<file path="src/rtl/fetch_stage_if.sv">
// Instruction-memory request/response bundle between fetch and imem.
// One request in flight at a time; the response strobe carries the word.
interface fetch_stage_if #(
    parameter int WIDTH = 32
);
    logic             imem_req;
    logic [WIDTH-1:0] imem_addr;
    logic             imem_valid;
    logic [WIDTH-1:0] imem_rdata;

    modport master (
        output imem_req,
        output imem_addr,
        input  imem_valid,
        input  imem_rdata
    );

    modport slave (
        input  imem_req,
        input  imem_addr,
        output imem_valid,
        output imem_rdata
    );
endinterface

</file>
<file path="src/rtl/fetch_stage.sv">
// Fetch stage: owns PCF, the single-outstanding imem handshake and the
// F/D pipeline register feeding decode.
module fetch_stage #(
    parameter int               WIDTH    = 32,
    parameter logic [WIDTH-1:0] RESET_PC = '0
) (
    input  logic             clk,
    input  logic             reset,
    input  logic             StallF,
    input  logic             StallD,
    input  logic             FlushD,
    input  logic             BranchTakenE,
    input  logic [WIDTH-1:0] ALUResultE,
    input  logic             PCSrcW,
    input  logic [WIDTH-1:0] ResultW,
    fetch_stage_if.master    imem,
    output logic [WIDTH-1:0] PCF,
    output logic [WIDTH-1:0] InstrD,
    output logic [WIDTH-1:0] PCPlus8D,
    output logic             ValidD
);

    typedef enum logic [1:0] {
        ISSUE,
        WAIT,
        HOLD,
        DROP
    } state_e;

    localparam logic [WIDTH-1:0] FOUR  = WIDTH'(4);
    localparam logic [WIDTH-1:0] EIGHT = WIDTH'(8);

    state_e           state_q, state_d;
    logic [WIDTH-1:0] pcf_q, pcf_d;
    logic [WIDTH-1:0] instr_q, instr_d;
    logic [WIDTH-1:0] pc8_q, pc8_d;
    logic             valid_q, valid_d;
    logic [WIDTH-1:0] hold_q, hold_d;

    logic             redir;
    logic [WIDTH-1:0] redir_pc;
    logic             load;
    logic [WIDTH-1:0] ld_word;

    assign redir    = BranchTakenE | PCSrcW;
    assign redir_pc = BranchTakenE ? ALUResultE : ResultW;

    always_comb begin
        state_d = state_q;
        pcf_d   = pcf_q;
        instr_d = instr_q;
        pc8_d   = pc8_q;
        valid_d = valid_q;
        hold_d  = hold_q;
        load    = 1'b0;
        ld_word = '0;

        unique case (state_q)
            ISSUE: state_d = redir ? DROP : WAIT;
            WAIT: begin
                if (imem.imem_valid) begin
                    state_d = ISSUE;
                    if (!redir) begin
                        if (StallD && !FlushD) begin
                            hold_d  = imem.imem_rdata;
                            state_d = HOLD;
                        end else begin
                            load    = 1'b1;
                            ld_word = imem.imem_rdata;
                        end
                    end
                end else if (redir) begin
                    state_d = DROP;
                end
            end
            HOLD: begin
                if (redir) begin
                    state_d = ISSUE;
                end else if (!StallD || FlushD) begin
                    load    = 1'b1;
                    ld_word = hold_q;
                    state_d = ISSUE;
                end
            end
            // A stale response retires the drop even under a new redirect.
            DROP: if (imem.imem_valid) state_d = ISSUE;
        endcase

        if (load && !StallF) pcf_d = pcf_q + FOUR;
        if (redir) pcf_d = redir_pc;

        if (FlushD) begin
            instr_d = '0;
            pc8_d   = '0;
            valid_d = 1'b0;
        end else if (!StallD) begin
            if (load) begin
                instr_d = ld_word;
                pc8_d   = pcf_q + EIGHT;
                valid_d = 1'b1;
            end else begin
                instr_d = '0;
                valid_d = 1'b0;
            end
        end
    end

    always_ff @(posedge clk or negedge reset) begin
        if (!reset) begin
            state_q <= ISSUE;
            pcf_q   <= RESET_PC;
            instr_q <= '0;
            pc8_q   <= '0;
            valid_q <= 1'b0;
            hold_q  <= '0;
        end else begin
            state_q <= state_d;
            pcf_q   <= pcf_d;
            instr_q <= instr_d;
            pc8_q   <= pc8_d;
            valid_q <= valid_d;
            hold_q  <= hold_d;
        end
    end

    assign imem.imem_req  = reset && (state_q == ISSUE);
    assign imem.imem_addr = pcf_q;
    assign PCF            = pcf_q;
    assign InstrD         = instr_q;
    assign PCPlus8D       = pc8_q;
    assign ValidD         = valid_q;

endmodule

</file>
<file path="src/flat_wrapper.sv">
// flat-port wrapper written by rule: the top's interface ports become plain ports
module fetch_stage_flat 
#(
    parameter int               WIDTH    = 32,
    parameter logic [WIDTH-1:0] RESET_PC = '0
)
  (clk, reset, StallF, StallD, FlushD, BranchTakenE, ALUResultE, PCSrcW, ResultW, PCF, InstrD, PCPlus8D, ValidD, imem_imem_req, imem_imem_addr, imem_imem_valid, imem_imem_rdata);
  fetch_stage_if #(.WIDTH(WIDTH)) imem_i ();
  input  logic clk;
  input  logic reset;
  input  logic StallF;
  input  logic StallD;
  input  logic FlushD;
  input  logic BranchTakenE;
  input  logic [WIDTH-1:0] ALUResultE;
  input  logic PCSrcW;
  input  logic [WIDTH-1:0] ResultW;
  output logic [WIDTH-1:0] PCF;
  output logic [WIDTH-1:0] InstrD;
  output logic [WIDTH-1:0] PCPlus8D;
  output logic ValidD;
  output wire logic [$bits(imem_i.imem_req)-1:0] imem_imem_req;
  output wire logic [$bits(imem_i.imem_addr)-1:0] imem_imem_addr;
  input wire logic [$bits(imem_i.imem_valid)-1:0] imem_imem_valid;
  input wire logic [$bits(imem_i.imem_rdata)-1:0] imem_imem_rdata;
  assign imem_imem_req = imem_i.imem_req;
  assign imem_imem_addr = imem_i.imem_addr;
  assign imem_i.imem_valid = imem_imem_valid;
  assign imem_i.imem_rdata = imem_imem_rdata;
  fetch_stage #(.WIDTH(WIDTH), .RESET_PC(RESET_PC)) u_core (.clk(clk), .reset(reset), .StallF(StallF), .StallD(StallD), .FlushD(FlushD), .BranchTakenE(BranchTakenE), .ALUResultE(ALUResultE), .PCSrcW(PCSrcW), .ResultW(ResultW), .imem(imem_i), .PCF(PCF), .InstrD(InstrD), .PCPlus8D(PCPlus8D), .ValidD(ValidD));
endmodule
</file>
<file path="config.mk">
export PLATFORM = sky130hd
export DESIGN_NAME = fetch_stage_flat
export DESIGN_NICKNAME = d
export VERILOG_FILES = /design/src/rtl/fetch_stage_if.sv /design/src/rtl/fetch_stage.sv /design/src/flat_wrapper.sv
export SDC_FILE = /design/constraint.sdc
export NUM_CORES = 1
export LEC_CHECK = 0
export CORE_ASPECT_RATIO = 2
export CORE_UTILIZATION = 30
export CTS_BUF_LIST = sky130_fd_sc_hd__clkbuf_4 sky130_fd_sc_hd__clkbuf_8
export DETAILED_ROUTE_END_ITERATION = 16
export MAX_ROUTING_LAYER = met4
export SLEW_MARGIN = 25
export SYNTH_ARGS = -nofsm -noshare
export SYNTH_HDL_FRONTEND = slang
export SYNTH_SLANG_ARGS = --single-unit
</file>
<file path="constraint.sdc">
create_clock -name clk -period 2.45 [get_ports clk]
set_input_delay 0.245 -clock clk [delete_from_list [all_inputs] [get_ports clk]]
set_output_delay 0.245 -clock clk [all_outputs]
set_load 0.005 [all_outputs]
</file>
==> flow_summary.yaml, run 1 <==
critical_path:
  worstReg2RegEnd: "u_core.PCF[17]$_DFFE_PN0P_"
  crit_arrival_ns: 2.61
  cpMostUsedCell: "a21oi_1"
  path_cells: "inv_1 -> ha_1 -> a21oi_1 -> or4_4 -> buf_4 -> nor4_4 -> xnor2_1 -> a21oi_1"
  cp_slowest_cell: "or4_4"
  crit_start: "u_core.state_q[1]$_DFFE_PN0P_"
  crit_family: "simple AND/OR/NAND/NOR gates"
  criticalPathCategory: "reg2reg"
  r2r-start: "u_core.state_q[1]$_DFFE_PN0P_"
  crit_required_ns: 2.76
  endpoint: "u_core.PCF[17]$_DFFE_PN0P_"
  crit_path_max_fanout: 8
  cp_num_buf_inv: 2
  path_depth: 8
  worst_path_largest_cell_delay_ns: 0.61
  timing.critical_path.from_type: "flop"
  rrSetupSlack_ns: 0.15
  crit_path_end_kind: "flop"
  ff2ff_path_depth: 8
logic_synthesis:
  syn_area_sq_um: 7010
  yosysUniqueCellTypes: 49
  ys_top_cells_by_count: "dfrtp_1, nand2_1, o21ai_0, nor2_1, a22oi_1"
  synth_warnings: 0
  ys_ff_latch: 131
  synth_nets: 833
  synth-main-ff-cell: "dfrtp_1"
  synth_top_area_share_pct: 46.8
  synthCells: 722
  ys_seq_area_share_pct: 46.8
  yosys-top-cells-area: "dfrtp_1, mux2_2, a22oi_1"
  synth-edff-count: 0
  postSynthAreaPerCell_sq_um: 9.71
  synth_most_common_cell: "dfrtp_1"
  synth_top_area_cell: "dfrtp_1"
  synth-async-reset-ratio_pct: 100
floorplan:
  initial_utilization_pct: 30.7
  rows: 78
  num_io_pins: 234
  dieArea_sq_um: 24000
  core-area_sq_um: 22800
  dieHeight_um: 218
  die_x_um: 110
sta:
  worst_pin_slew_ns: 0.762
  hold_viol: 0
  finClkSkew_ns: 0.0157
  rsz0062_at_grt: "false"
  slew_violations: 0
  setup-tns-final_ns: 0
  period_share_pct: 94.0
  fmax_mhz: 434
  fin_crit_ns: 2.30
  slew_headroom_pct: 49.2
  setup_viol: 0
clock_tree:
  clock-sinks: 131
  cts.clk_slew.worst_paths_ns: 0.07
  cts-htree-levels: 4
  cts_buffer_depth: 2
  cts.repair.resized: 0
  cts_root_buffer: "clkbuf_8"
  numCtsBuffers: 17
  cts_tree: "yes"
  clkLatencyLatePin_ns: 0.44
layout:
  fill_cells: 2234
  layout-drive-gt1-share_pct: 14.2
  area_growth_syn_to_layout_pct: 44.6
  num-nets-final: 1052
  final_util_pct: 44.4
detailed_routing:
  viasPerCell: 5.12
  drt-total-wl_um: 23800
  first_iter_violations: 389
  drc: 0
  first_pass_iters: 4
  detail_route.wl_per_cell_um: 19.3
  vias: 6322
  ant_nets: 0
global_route:
  grt_pass1_vias: 6361
  grt-ovfl-total: 0
  grt_pass1_wl_um: 36200
  antenna_found_initial: 0
  grtUsageTotal_pct: 20.9
  grt_max_degree: 132
pwr:
  powerDensity_nw_per_um2: 642
  peakVddDrop_mv: 0.437
  p_leak_nw: 3.94
outcome:
  status: "completed"
placement:
  dp_hpwl_um: 18200
  place_congestion: 0.934
  io_buffer_count: 233
min_path:
  hp-class: "in2reg"
job:
  max-cap-violations: 0
## worst min-delay path: cells and delay by family
| kind | cells | cell delay [ns] |
|---|---|---|
| AO/OA/AOI/OAI | 1 | 0.07 |
| buffers and inverters | 1 | 0.40 |
| AND/OR/NAND/NOR | 1 | 0.06 |
## layout by cell type, fill, tap and decap left out, types with 3 or more instances in the layout
cell,count
ha_1,7
a211oi_1,39
nand3_1,25
clkbuf_8,19
buf_12,5
nor2_1,44
a31oi_1,3
xnor2_1,33
a21oi_1,31
clkinv_2,6
o21ai_0,47
and2_1,4
nor4_1,10
mux2_2,32
a22oi_1,42
xor2_1,12
buf_4,47
nor2b_1,15
nor3_2,6
nor3_1,12
nand2b_1,5
clkdlybuf4s50_1,231
and4_1,3
bufinv_16,4
a22o_1,3
mux2i_1,4
dfrtp_1,131
nand2_1,65
nand4_1,15
and3_1,8
o22ai_1,5
inv_1,8
## layout make-up
class	count	area [sq um]	area share [%]
Antenna cell	1	2.50	0.0247
Clock buffer	21	277	2.73
Tap cell	280	350	3.46
Multi-Input combinational cell	497	3250	32.1
Inverter	8	30.0	0.296
Clock inverter	11	158	1.55
Sequential cell	131	3280	32.3
Timing Repair Buffer	286	2790	27.5
## repair_timing
item / 4_1_cts / 5_1_grt
setup buffers: 0 / 0
hold buffers: 1 / 0
hold endpoints to repair: 20 / 0
## layer usage
metal | global-route usage [%] | vias to the layer above | routed length (um) | part of all wire [%]
li1 | - | 3008 | - | -
met1 | 20.4 | 3073 | 8380 | 35
met2 | 38.9 | 194 | 13600 | 57
met3 | 2.83 | 47 | 939 | 3.9
met4 | 10.4 | 0 | 890 | 3.7
met5 | - | - | 0 | 0
## kinds of logic (layout without fill, tap and decap cells)
| logic type | count (synthesis) | after routing | share of synthesized area (%) |
|---|---|---|---|
| simple gates | 227 | 227 | 16.7 |
| compound gates | 182 | 182 | 16.7 |
| flops | 131 | 131 | 46.8 |
| buf+inv | 94 | 326 | 7.25 |
| xor+xnor | 45 | 45 | 5.62 |
| mux | 36 | 36 | 5.71 |
| fa+ha+maj | 7 | 7 | 1.25 |
| other cells | 0 | 1 | 0 |
## state kept, by name (all words and copies together), names as in the netlist
signal           cells
u_core.InstrD       32
u_core.PCF          32
u_core.PCPlus8D     32
u_core.hold_q       32
u_core.state_q       2
u_core.ValidD        1
## through the flow
step | hold slack, ns | std cells | setup WS [ns] | cell area, sq um | power, mW
finish | 0.379 | 1235 | 0.146 | 10100 | 6.51
CTS | 0.359 | 1234 | 0.162 | 10100 | 6.58
global placement | 0.459 | 1201 | 0.128 | 9690 | 4.48
detailed placement | 0.470 | 1201 | 0.119 | 9690 | 4.52
global route | 0.378 | 1234 | 0.00499 | 10100 | 6.85
floorplan | -0.0506 | 722 | 0.281 | 7010 | 3.64
## power by group
part / leakage [nW] / switching (mW) / internal [mW]
registers: 1.74 / 0.261 / 2.51
clock network: 0.226 / 0.861 / 1.18
logic: 1.97 / 0.759 / 0.947
## worst min path at each step
stage                                               end  depth (start not counted)                          start
after floorplan            u_core.InstrD[0]$_DFFE_PN0P_                          0                          reset
after global placement    u_core.InstrD[21]$_DFFE_PN0P_                          2  u_core.InstrD[21]$_DFFE_PN0P_
after detailed placement  u_core.InstrD[12]$_DFFE_PN0P_                          2                          reset
after CTS                     u_core.PCF[0]$_DFFE_PN0P_                          3                  ALUResultE[0]
after global routing          u_core.PCF[0]$_DFFE_PN0P_                          3                  ALUResultE[0]
final                         u_core.PCF[1]$_DFFE_PN0P_                          3                  ALUResultE[1]
Note: power is estimated with default switching activity, not from simulation.
==> run 2, diff against run 1 <==
Settings changed: CORE_MARGIN from default to 3.
==> run 2 against run 1 <==
Sequential share of layout area is 0.25 points lower. Highest routed layer unchanged. Clock power about the same. Cell count up 0.49%. Global-route usage shrank 0.93 points. Clock-buffer cell count down 1. Sequential cell count did not move. Total power is 0.21% higher. Largest cell class unchanged. Sequential power about the same. Routed wire length up 1.3%. Non-clock buffer count grew 8.
==> flow_summary.yaml, run 2 (synthesized netlist as in run 1, its figures left out) <==
outcome:
  status: "completed"
detailed_routing:
  drt-total-wl_um: 24100
  vias: 6344
  first_pass_iters: 5
  viasPerCell: 5.11
  detail_route.wl_per_cell_um: 19.4
  ant_nets: 0
  first_iter_violations: 461
  drc: 0
job:
  max-cap-violations: 0
clock_tree:
  numCtsBuffers: 17
  cts_buffer_depth: 2
  postCtsSetupRepairBufs: 0
  clock-sinks: 131
  cts.repair.resized: 0
  cts_tree: "yes"
  cts.clk_slew.worst_paths_ns: 0.08
  cts_root_buffer: "clkbuf_8"
  cts-htree-levels: 4
  clkLatencyLatePin_ns: 0.45
placement:
  dp_cells: 1209
  place_congestion: 0.927
  dp_hpwl_um: 18900
  io_buffer_count: 233
floorplan:
  dieArea_sq_um: 25300
  die_x_um: 114
  rows: 78
  num_io_pins: 234
  dieHeight_um: 222
  core-area_sq_um: 22800
  initial_utilization_pct: 30.7
sta:
  rsz0062_at_grt: "false"
  setup_viol: 0
  slew_violations: 0
  fin_crit_ns: 2.22
  slew_headroom_pct: 63.2
  worst_pin_slew_ns: 0.548
  fmax_mhz: 450
  period_share_pct: 90.6
  setup-tns-final_ns: 0
  hold_viol: 0
  finClkSkew_ns: 0.0125
  fin_worst_hold_slack_ns: 0.0996
layout:
  final_common_cell: "clkdlybuf4s50_1"
  layout_common_cells: "clkdlybuf4s50_1, dfrtp_1, nand2_1"
  area_growth_syn_to_layout_pct: 45.8
  final_cells: 1241
  layout-drive-gt1-share_pct: 14.7
  num-nets-final: 1060
critical_path:
  crit_required_ns: 2.78
  timing.critical_path.from_type: "flop"
  criticalPathCategory: "reg2reg"
  rrSetupSlack_ns: 0.23
  ff2ff_path_depth: 8
  crit_path_max_fanout: 8
  crit_path_end_kind: "flop"
  crit_arrival_ns: 2.55
  worstReg2RegEnd: "u_core.PCF[17]$_DFFE_PN0P_"
  r2r-start: "u_core.state_q[1]$_DFFE_PN0P_"
min_path:
  min_to: "u_core.PCF[0]$_DFFE_PN0P_"
  hold_path_depth: 2
  hp-class: "in2reg"
  hold_start: "BranchTakenE"
global_route:
  grt-ovfl-total: 0
  grt_max_degree: 92
  antenna_found_initial: 1
  grtUsageTotal_pct: 19.9
  grt_pass1_wl_um: 37700
  grt_pass1_vias: 6679
pwr:
  swShare_pct: 28.7
  p_leak_nw: 3.98
  power_mw: 6.52
  pwr-share-seq_pct: 42.3
  peakVddDrop_mv: 0.476
  clockPowerShare_pct: 30.8
  powerDensity_nw_per_um2: 638
  comb_power_share_pct: 27.0
  switching_power_mw: 1.88
  p_int_mw: 4.65
==> run 2: worst max-delay path, stage by stage, from the launching register on <==
cell,delay (ns)
dfrtp_1,0.41
inv_1,0.10
ha_1,0.33
nand2b_1,0.11
or4_4,0.51
buf_12,0.18
nor4_4,0.21
xnor2_1,0.15
a21oi_1,0.09
==> run 2: how the worst max path moves through the flow <==
stage,start,endpoint,slack [ns],cells past startpoint
final,u_core.state_q[1]$_DFFE_PN0P_,u_core.PCF[17]$_DFFE_PN0P_,0.23,8
after global routing,u_core.state_q[1]$_DFFE_PN0P_,u_core.PCF[10]$_DFFE_PN0P_,0.06,8
after CTS,u_core.state_q[1]$_DFFE_PN0P_,u_core.PCF[10]$_DFFE_PN0P_,0.21,8
after detailed placement,PCSrcW,u_core.PCF[18]$_DFFE_PN0P_,0.10,8
after global placement,PCSrcW,u_core.PCF[18]$_DFFE_PN0P_,0.06,8
after floorplan,u_core.state_q[1]$_DFFE_PN0P_,u_core.PCF[7]$_DFFE_PN0P_,0.28,8
==> run 2: timing repair <==
action / in CTS / in global routing
endpoints found under the setup margin: 0 / 0
hold buffers: 1 / 0
hold endpoints to repair: 131 / 0
==> run 2: area by class of cell <==
type / instances / area, sq um
fill: 2246 / 12600
sequential: 131 / 3280
multi-input combinational: 497 / 3250
timing repair buffer: 294 / 2880
tap: 280 / 350
clock buffer: 20 / 269
clock inverter: 10 / 158
inverter: 8 / 30.0
antenna: 1 / 2.50
==> run 2: per-layer routing <==
metal / vias up / track usage, % / wire (um)
met5: - / - / 0
met4: 0 / 8.82 / 876
met3: 53 / 3.55 / 1090
met2: 233 / 37.5 / 13900
met1: 3041 / 19.3 / 8260
li1: 3017 / - / -
==> run 2: through the flow <==
step	area (sq um)	util, %	setup WS, ns
global placement	9780	42.8	0.0580
global route	10200	44.7	0.0558
floorplan	7010	-	0.281
detailed placement	9780	42.8	0.105
CTS	10200	44.7	0.214
finish	10200	44.7	0.230
==> run 2: power groups by stage <==
stage	clock [mW]	sequential, mW	combinational [mW]
floorplan	0	2.75	0.889
global placement	0	2.78	1.75
detailed placement	0	2.80	1.78
CTS	2.07	2.76	1.79
global route	2.15	2.81	1.92
finish	2.01	2.76	1.76
